==> src/rtl/riscv_writeback_pkg.sv <==
// Shared constants and types for the integer writeback path.
//   WORD_LENGTH / ADDR_LENGTH / NUM_REGS : datapath, register-address and scoreboard widths
//   rf_wen_e    : register-file write-enable encoding (RF_WRITE / RF_NO_WRITE)
//   wb_src_e    : which producer the arbiter picked this cycle
//   wb_result_t : destination + data payload carried from a producer to the RF
package riscv_writeback_pkg;

  localparam int unsigned WORD_LENGTH = 32;
  localparam int unsigned ADDR_LENGTH = 5;
  localparam int unsigned NUM_REGS    = 32;

  typedef enum logic {
    RF_NO_WRITE = 1'b0,
    RF_WRITE    = 1'b1
  } rf_wen_e;

  typedef enum logic {
    WB_SRC_ALU = 1'b0,
    WB_SRC_LSU = 1'b1
  } wb_src_e;

  typedef struct packed {
    logic [ADDR_LENGTH-1:0] rd;
    logic [WORD_LENGTH-1:0] data;
  } wb_result_t;

  // One-hot mask selecting register rd in the scoreboard bitmap.
  function automatic logic [NUM_REGS-1:0] reg_onehot(input logic [ADDR_LENGTH-1:0] rd);
    reg_onehot = NUM_REGS'(1) << rd;
  endfunction

endpackage

==> src/rtl/riscv_writeback_if.sv <==
// Producer-to-writeback result handshake (ALU and LSU lanes).
//   master : producer side, drives valid/rd/data, observes ready
//   slave  : writeback side, observes valid/rd/data, drives ready
// A producer holds rd/data stable while valid is high until it sees ready.
interface riscv_writeback_if;
  import riscv_writeback_pkg::*;

  logic                   alu_valid;
  logic [ADDR_LENGTH-1:0] alu_rd;
  logic [WORD_LENGTH-1:0] alu_data;
  logic                   alu_ready;

  logic                   lsu_valid;
  logic [ADDR_LENGTH-1:0] lsu_rd;
  logic [WORD_LENGTH-1:0] lsu_data;
  logic                   lsu_ready;

  modport master (
    output alu_valid, alu_rd, alu_data,
    input  alu_ready,
    output lsu_valid, lsu_rd, lsu_data,
    input  lsu_ready
  );

  modport slave (
    input  alu_valid, alu_rd, alu_data,
    output alu_ready,
    input  lsu_valid, lsu_rd, lsu_data,
    output lsu_ready
  );

endinterface

==> src/rtl/riscv_scoreboard.sv <==
// Pending-destination scoreboard for read-after-write hazard detection.
//   clk, rst_n          : clock, asynchronous active-low reset
//   set_en_i, set_rd_i  : decode issued a writer of set_rd_i
//   clr_en_i, clr_rd_i  : register file is committing clr_rd_i at this edge
//   flush_i             : drop every pending destination
//   rs1_i, rs2_i        : decode source operands to look up
//   hazard_c_o          : combinational, either source still has a writer in flight
//   pending_o           : registered bitmap of in-flight destinations
module riscv_scoreboard
  import riscv_writeback_pkg::*;
(
  input  logic                   clk,
  input  logic                   rst_n,
  input  logic                   set_en_i,
  input  logic [ADDR_LENGTH-1:0] set_rd_i,
  input  logic                   clr_en_i,
  input  logic [ADDR_LENGTH-1:0] clr_rd_i,
  input  logic                   flush_i,
  input  logic [ADDR_LENGTH-1:0] rs1_i,
  input  logic [ADDR_LENGTH-1:0] rs2_i,
  output logic                   hazard_c_o,
  output logic [NUM_REGS-1:0]    pending_o
);

  logic [NUM_REGS-1:0] pending_q;
  logic [NUM_REGS-1:0] pending_d;

  // Clear first so a same-edge set (younger writer) wins; flush beats both; x0 never pends.
  always_comb begin
    pending_d = pending_q;
    if (clr_en_i) begin
      pending_d = pending_d & ~reg_onehot(clr_rd_i);
    end
    if (set_en_i && (set_rd_i != '0)) begin
      pending_d = pending_d | reg_onehot(set_rd_i);
    end
    if (flush_i) begin
      pending_d = '0;
    end
    pending_d[0] = 1'b0;
  end

  always_ff @(posedge clk or negedge rst_n) begin
    if (!rst_n) begin
      pending_q <= '0;
    end else begin
      pending_q <= pending_d;
    end
  end

  // Bit clears only at the commit edge, so decode stalls through the cycle the write is presented.
  assign hazard_c_o = pending_q[rs1_i] | pending_q[rs2_i];
  assign pending_o  = pending_q;

endmodule

==> src/rtl/riscv_writeback.sv <==
// Integer register-file writeback: arbitrates ALU/LSU results to one write per cycle.
//   clk, rst_n                       : clock, asynchronous active-low reset
//   issue_valid, issue_rd            : decode issued a writer of issue_rd
//   prod (slave)                     : ALU and LSU result handshakes, LSU has fixed priority
//   flush                            : pipeline flush, blocks acceptance and clears the scoreboard
//   query_rs1, query_rs2, hazard     : combinational RAW lookup for decode
//   rf_write_en/addr/data            : registered register-file write port
//   pending                          : scoreboard bitmap
//   commit_count                     : committed writes, wraps at 2^32
module riscv_writeback
  import riscv_writeback_pkg::*;
(
  input  logic                   clk,
  input  logic                   rst_n,
  input  logic                   issue_valid,
  input  logic [ADDR_LENGTH-1:0] issue_rd,
  riscv_writeback_if.slave       prod,
  input  logic                   flush,
  input  logic [ADDR_LENGTH-1:0] query_rs1,
  input  logic [ADDR_LENGTH-1:0] query_rs2,
  output logic                   hazard,
  output rf_wen_e                rf_write_en,
  output logic [ADDR_LENGTH-1:0] rf_write_addr,
  output logic [WORD_LENGTH-1:0] rf_write_data,
  output logic [NUM_REGS-1:0]    pending,
  output logic [31:0]            commit_count
);

  logic       lsu_ready_c;
  logic       alu_ready_c;
  logic       accept_c;
  wb_src_e    src_c;
  wb_result_t sel_c;

  rf_wen_e    wen_q,   wen_d;
  wb_result_t wr_q,    wr_d;
  logic [31:0] count_q, count_d;

  // Fixed-priority arbitration; flush refuses both producers.
  always_comb begin
    lsu_ready_c = prod.lsu_valid && !flush;
    alu_ready_c = prod.alu_valid && !prod.lsu_valid && !flush;
    accept_c    = lsu_ready_c || alu_ready_c;
    src_c       = lsu_ready_c ? WB_SRC_LSU : WB_SRC_ALU;
  end

  assign prod.lsu_ready = lsu_ready_c;
  assign prod.alu_ready = alu_ready_c;

  // Payload mux driven by the source select.
  always_comb begin
    sel_c = '0;
    case (src_c)
      WB_SRC_LSU: begin
        sel_c.rd   = prod.lsu_rd;
        sel_c.data = prod.lsu_data;
      end
      default: begin
        sel_c.rd   = prod.alu_rd;
        sel_c.data = prod.alu_data;
      end
    endcase
  end

  // Output register: x0 results are consumed but never written; addr/data hold when idle.
  always_comb begin
    wen_d   = RF_NO_WRITE;
    wr_d    = wr_q;
    count_d = count_q + 32'(wen_q == RF_WRITE);
    if (accept_c) begin
      wr_d  = sel_c;
      wen_d = (sel_c.rd != '0) ? RF_WRITE : RF_NO_WRITE;
    end
  end

  always_ff @(posedge clk or negedge rst_n) begin
    if (!rst_n) begin
      wen_q   <= RF_NO_WRITE;
      wr_q    <= '0;
      count_q <= '0;
    end else begin
      wen_q   <= wen_d;
      wr_q    <= wr_d;
      count_q <= count_d;
    end
  end

  riscv_scoreboard u_scoreboard (
    .clk        (clk),
    .rst_n      (rst_n),
    .set_en_i   (issue_valid),
    .set_rd_i   (issue_rd),
    .clr_en_i   (wen_q == RF_WRITE),
    .clr_rd_i   (wr_q.rd),
    .flush_i    (flush),
    .rs1_i      (query_rs1),
    .rs2_i      (query_rs2),
    .hazard_c_o (hazard),
    .pending_o  (pending)
  );

  assign rf_write_en   = wen_q;
  assign rf_write_addr = wr_q.rd;
  assign rf_write_data = wr_q.data;
  assign commit_count  = count_q;

endmodule

==> src/flat_wrapper.sv <==
// flat-port wrapper written by rule: the top's interface ports become plain ports
module riscv_writeback_flat import riscv_writeback_pkg::*;
  (clk, rst_n, issue_valid, issue_rd, flush, query_rs1, query_rs2, hazard, rf_write_en, rf_write_addr, rf_write_data, pending, commit_count, prod_alu_valid, prod_alu_rd, prod_alu_data, prod_alu_ready, prod_lsu_valid, prod_lsu_rd, prod_lsu_data, prod_lsu_ready);
  riscv_writeback_if prod_i ();
  input  logic clk;
  input  logic rst_n;
  input  logic issue_valid;
  input  logic [ADDR_LENGTH-1:0] issue_rd;
  input  logic flush;
  input  logic [ADDR_LENGTH-1:0] query_rs1;
  input  logic [ADDR_LENGTH-1:0] query_rs2;
  output logic hazard;
  output rf_wen_e rf_write_en;
  output logic [ADDR_LENGTH-1:0] rf_write_addr;
  output logic [WORD_LENGTH-1:0] rf_write_data;
  output logic [NUM_REGS-1:0] pending;
  output logic [31:0] commit_count;
  input wire logic [$bits(prod_i.alu_valid)-1:0] prod_alu_valid;
  input wire logic [$bits(prod_i.alu_rd)-1:0] prod_alu_rd;
  input wire logic [$bits(prod_i.alu_data)-1:0] prod_alu_data;
  output wire logic [$bits(prod_i.alu_ready)-1:0] prod_alu_ready;
  input wire logic [$bits(prod_i.lsu_valid)-1:0] prod_lsu_valid;
  input wire logic [$bits(prod_i.lsu_rd)-1:0] prod_lsu_rd;
  input wire logic [$bits(prod_i.lsu_data)-1:0] prod_lsu_data;
  output wire logic [$bits(prod_i.lsu_ready)-1:0] prod_lsu_ready;
  assign prod_i.alu_valid = prod_alu_valid;
  assign prod_i.alu_rd = prod_alu_rd;
  assign prod_i.alu_data = prod_alu_data;
  assign prod_alu_ready = prod_i.alu_ready;
  assign prod_i.lsu_valid = prod_lsu_valid;
  assign prod_i.lsu_rd = prod_lsu_rd;
  assign prod_i.lsu_data = prod_lsu_data;
  assign prod_lsu_ready = prod_i.lsu_ready;
  riscv_writeback u_core (.clk(clk), .rst_n(rst_n), .issue_valid(issue_valid), .issue_rd(issue_rd), .prod(prod_i), .flush(flush), .query_rs1(query_rs1), .query_rs2(query_rs2), .hazard(hazard), .rf_write_en(rf_write_en), .rf_write_addr(rf_write_addr), .rf_write_data(rf_write_data), .pending(pending), .commit_count(commit_count));
endmodule
==> config.mk <==
export PLATFORM = sky130hd
export DESIGN_NAME = riscv_writeback_flat
export DESIGN_NICKNAME = d
export VERILOG_FILES = /design/src/rtl/riscv_writeback_pkg.sv /design/src/rtl/riscv_writeback_if.sv /design/src/rtl/riscv_scoreboard.sv /design/src/rtl/riscv_writeback.sv /design/src/flat_wrapper.sv
export SDC_FILE = /design/constraint.sdc
export NUM_CORES = 1
export LEC_CHECK = 0
export CORE_MARGIN = 10
export CORE_UTILIZATION = 38
export DETAILED_ROUTE_END_ITERATION = 16
export PLACE_DENSITY = 0.71
export SYNTH_ARGS = -nofsm -noshare
export SYNTH_HDL_FRONTEND = slang
export SYNTH_SLANG_ARGS = --single-unit
==> constraint.sdc <==
create_clock -name clk -period 3.7 [get_ports clk]
set_clock_uncertainty 0.1 [all_clocks]
set_input_delay 1.11 -clock clk [delete_from_list [all_inputs] [get_ports clk]]
set_output_delay 1.11 -clock clk [all_outputs]
set_load 0.005 [all_outputs]
==> Word level (Yosys, flattened, before mapping) <==
Cells that the tools add are included.
{ "word_totals": {"ff_bits": 101, "latch_bits": 0, "mem_bits_rw": 0, "mem_bits_ro": 0, "inputBits": 95, "memories": 0} }
{ "op_classes": {"add_sub_neg": 1, "mul": 0, "n_div": 0, "order_cmp": 2, "n_eq_ne": 0, "shift": 2, "n_mux": 11, "bitwise": 4, "n_reduce_logical": 9} }
{ "op_table": {"columns": ["operator", "n"], "rows": [
  ["$mux 32", 3],
  ["$shl 1x5->32 const A", 2],
  ["$mux 37", 1],
  ["$add 32x1->32", 1],
  ["$and 32x32->32", 1],
  ["$not 32->32", 1],
  ["$or 32x32->32", 1],
  ["$lt 5x6->1 const B", 2],
  ["$bmux 1 s5", 2],
  ["$reduce_bool 5->1", 2],
  ["$mux 1", 5],
  ["$logic_and 1x1->1", 4],
  ["$logic_not 1->1", 2],
  ["$logic_or 1x1->1", 1],
  ["$or 1x1->1", 1]
]} }

==> Longest topological paths before layout <==
{ "depth": {"depth_word": 7, "mapped_depth": 6} }

==> By module <==
Synthesis repeated with hierarchy kept, for this count alone.
{ "hier_totals": {"hier_cells": 515, "hier_area_um2": 5241.3} }
{ "by_module_without_submodules": {"columns": ["mod", "n_inst", "cells_per_inst", "area_each_um2", "seq_area_each_um2"], "rows": [
  ["riscv_writeback", 1, 300, 3229.3, 1751.7],
  ["riscv_scoreboard", 1, 215, 2011.9, 775.7]
]} }

==> Least setup slack after synthesis <==
OpenSTA, ideal clock, no wires.
{ "synth_timing": {"path_type": "input to output", "start": "input port query_rs2[0]", "end": "output port hazard", "arrival_ns": 2.332, "required_time_ns": 2.490, "path_slack_ns": 0.158, "cell_stages": 5, "path_buffers": 1, "path_cell_list": "buf_2 mux4_2 mux2_2 a31oi_1 o211ai_1"} }
{ "synth_via": {"elab_chain_len": 3} }
{ "synth_lines": {"columns": ["item", "line_no", "text"], "rows": [
  ["start, declared", "flat_wrapper.sv:11", "input logic [ADDR_LENGTH-1:0] query_rs2;"],
  ["$bmux 1 s5", "riscv_scoreboard.sv:52", "assign hazard_c_o = pending_q[rs1_i] | pending_q[rs2_i];"],
  ["$mux 1 (implied by the code)", "riscv_scoreboard.sv:52", null],
  ["$or 1x1->1", "riscv_scoreboard.sv:52", null],
  ["end, declared", "flat_wrapper.sv:12", "output logic hazard;"]
]} }
No other way between the ends. The select of a mux whose other input is x is not followed.

==> Final worst setup path <==
Ends and elaborated chain as after synthesis.

==> impl_metrics.tcl <==
set metrics [dict create \
    ant_nets 0 \
    avgSynthCellArea_sq_um 10.1 \
    drt_pass1_iterations 4 \
    cp_num_cells 6 \
    drc_errors 0 \
    synth_edf_count 0 \
    crit_type "in2out" \
    end_kind "primary output" \
    tritoncts "yes" \
    yosysSeqAreaShare_pct 49.7 \
    cp.arrival_ns 2.46 \
    ys_top_cells_by_count "dfrtp_1 (101), nand2_1 (87), o21ai_0 (68)" \
    yosysWarnings 0 \
    hold_violations 0 \
    clk_latency_ns 0.34 \
    r2r_cells 6 \
    min_path_cells 1 \
    rsz0062_at_grt "false" \
    min_path_type "reg2reg" \
    place_inst 869 \
    first_iter_violations 273 \
    die_width_microns 136 \
    relSlewSlack_pct 55.6 \
    synth.largest_area_cell "dfrtp_1" \
    layout.cells.non_filler 887 \
    antenna_found_initial 0 \
    final_layout_size_suffix_gt1_share_pct 9.70 \
    cp-start-kind "input port" \
    fin_util_pct 57.8 \
    cts_buffer_depth 2 \
    path_cells "clkbuf_4, mux4_2, mux2_4, a31oi_1, o211ai_1, buf_2" \
    syn_area_sq_um 5090 \
    ir_drop_v 0.000196 \
    clock-sinks 101 \
    finalMaxSlewViolations 0 \
    num_rows 42 \
    place_hpwl_mm 12.8 \
    ys_ff_latch 101 \
    htreeDepth 3 \
    path_clk_slew_ns 0.07 \
    syn_inst 504 \
    postCtsHoldBufs 0 \
    routed_wl_mm 16.3 \
    min_from "u_core.commit_count[31]" \
    gp_congestion 0.901 \
    setup_viol 0 \
    period_share_pct 99.1 \
    worstPathRequired_ns 2.49 \
    power.static_leakage_nw 3.05 \
    crit_path_start "query_rs2[0]" \
    core_area_sq_um 13200 \
    initial_core_util_pct 38.6 \
    slowest_stage "mux4_2" \
    ys.flop_type "dfrtp_1" \
    ios 200 \
    diodes 0 \
    critPathTopFamily "multiplexers" \
    synthArstFlopShare_pct 100 \
    io_buffer_count 198 \
    status "completed" \
    syn_to_final_growth_pct 49.9 \
    dieArea_sq_um 18400 \
    final.min_clock_period_ns 3.67 \
    wl_per_cell_microns 18.4 \
    num_vias 4594 \
    synth_top_area_share_pct 49.7 \
    cts_root_buffer "clkbuf_16" \
    tightest_slew_ns 0.667 \
    grt_pass1_wl_mm 25.7 \
    max_freq_mhz 273 \
    syn-num-nets 601 \
    cts_buffers 9 \
    grt_overflow 0 \
    finalNetCount 803 \
    synth_area_leaders "dfrtp_1 (50%), mux2i_1 (8.3%), o21ai_0 (6.7%), nand2_1 (6.4%), mux4_2 (5.8%)" \
    die_y_microns 136 \
    yosys.cell_count.top_type "dfrtp_1" \
    grt_pass1_vias 4803 \
    max_stage_delay_ns 0.51 \
    via_per_inst 5.18 \
    synth_cell_types 38 \
    power_density_nw_per_um2 362 \
    grt_max_degree 78 \
    r2r_start "u_core.rf_write_en" \
    path_buf_inv 2 \
    critPathMaxFanout 7 \
    track_usage_pct 17.4 \
    maxCapViolations 0 \
]
==> where the power goes <==
part	switching, mW	internal [mW]	leakage (nW)
clock	0.417	0.479	0.139
sequential	0.0886	1.20	1.33
combinational	0.232	0.342	1.57
==> path summary, 6_finish.rpt <==
path	end	slack [ns]
setup / recovery	hazard	0.03
hold / removal	u_core.commit_count[31]	0.38
setup reg to reg	u_core.commit_count[18]	1.52
hold reg to reg	u_core.commit_count[31]	0.38
max in group asynchronous	u_core.rf_write_data[18]	2.11
min in group asynchronous	u_core.u_scoreboard.pending_o[7]	0.69
==> area by class of cell <==
type | instances | area [sq um]
flip-flops and latches | 101 | 2530
well taps | 176 | 220
repair buffers | 217 | 2120
fillers | 1136 | 5570
clock inverters | 6 | 47.5
inverters | 6 | 22.5
clock buffers | 10 | 239
multi-input cells | 371 | 2450
==> cell usage in the layout, fill, tap and decap left out, types with 7 or more instances in the layout <==
cell type        instances
xor2_1                  10
buf_4                   17
o21ai_0                 68
nand3_1                 16
clkdlybuf4s50_1        188
mux2i_1                 42
mux4_2                  13
clkbuf_16                9
xnor2_1                 20
dfrtp_1                101
nor2_1                  17
a21oi_1                 36
nand2_1                 87
nor3_1                   7
==> metal layers <==
metal  up-vias  wire length (microns)  track usage (%)
met5         -                      0                0
met4         0                    170             4.72
met3        12                   1540             5.68
met2       183                   7820             28.6
met1      2223                   6770             21.5
li1       2176                      -                -
==> per-stage QoR <==
step                setup WS, ns  total power [mW]  hold WS [ns]  instance area, sq um  setup TNS, ns
CTS                       0.0180              2.79         0.385                  7620              0
floorplan                  0.158              1.47         0.368                  5090              0
detailed placement        -0.861              1.89         0.363                  7330         -0.861
global route            0.000340              2.90         0.415                  7620              0
global placement          -0.817              1.87         0.361                  7330         -0.817
finish                    0.0336              2.76         0.377                  7620              0
==> state kept, by name, indices dropped and copies added, names as in the netlist <==
signal                         count
u_core.commit_count               32
u_core.u_scoreboard.pending_o     31
u_core.rf_write_addr               5
u_core.rf_write_data              32
u_core.rf_write_en                 1
==> worst register-to-register path, stage by stage (launching register included) <==
cell	delay, ns
dfrtp_1	0.47
ha_1	0.26
ha_1	0.23
nand3_1	0.27
nor4_1	0.46
nand3_1	0.15
xnor2_1	0.14
==> repair_timing <==
item | in CTS | in global routing
resized for setup | 26 | 5
endpoints found under the hold margin | 0 | 0
setup buffers | 1 | 1
setup endpoints to repair | 1 | 2
pin swaps | 2 | 2
==> cell families after synthesis <==
family                     share of synthesized area [%]
AOI/OAI and AO/OA                                   11.7
muxes                                               14.7
buffers and inverters                               2.58
other                                             0.0737
xor gates and xnor gates                            5.17
adders and majority gates                          0.492
DFF                                                 49.7
and+or+nand+nor                                     15.6
Power figures use the tool's default switching activity.
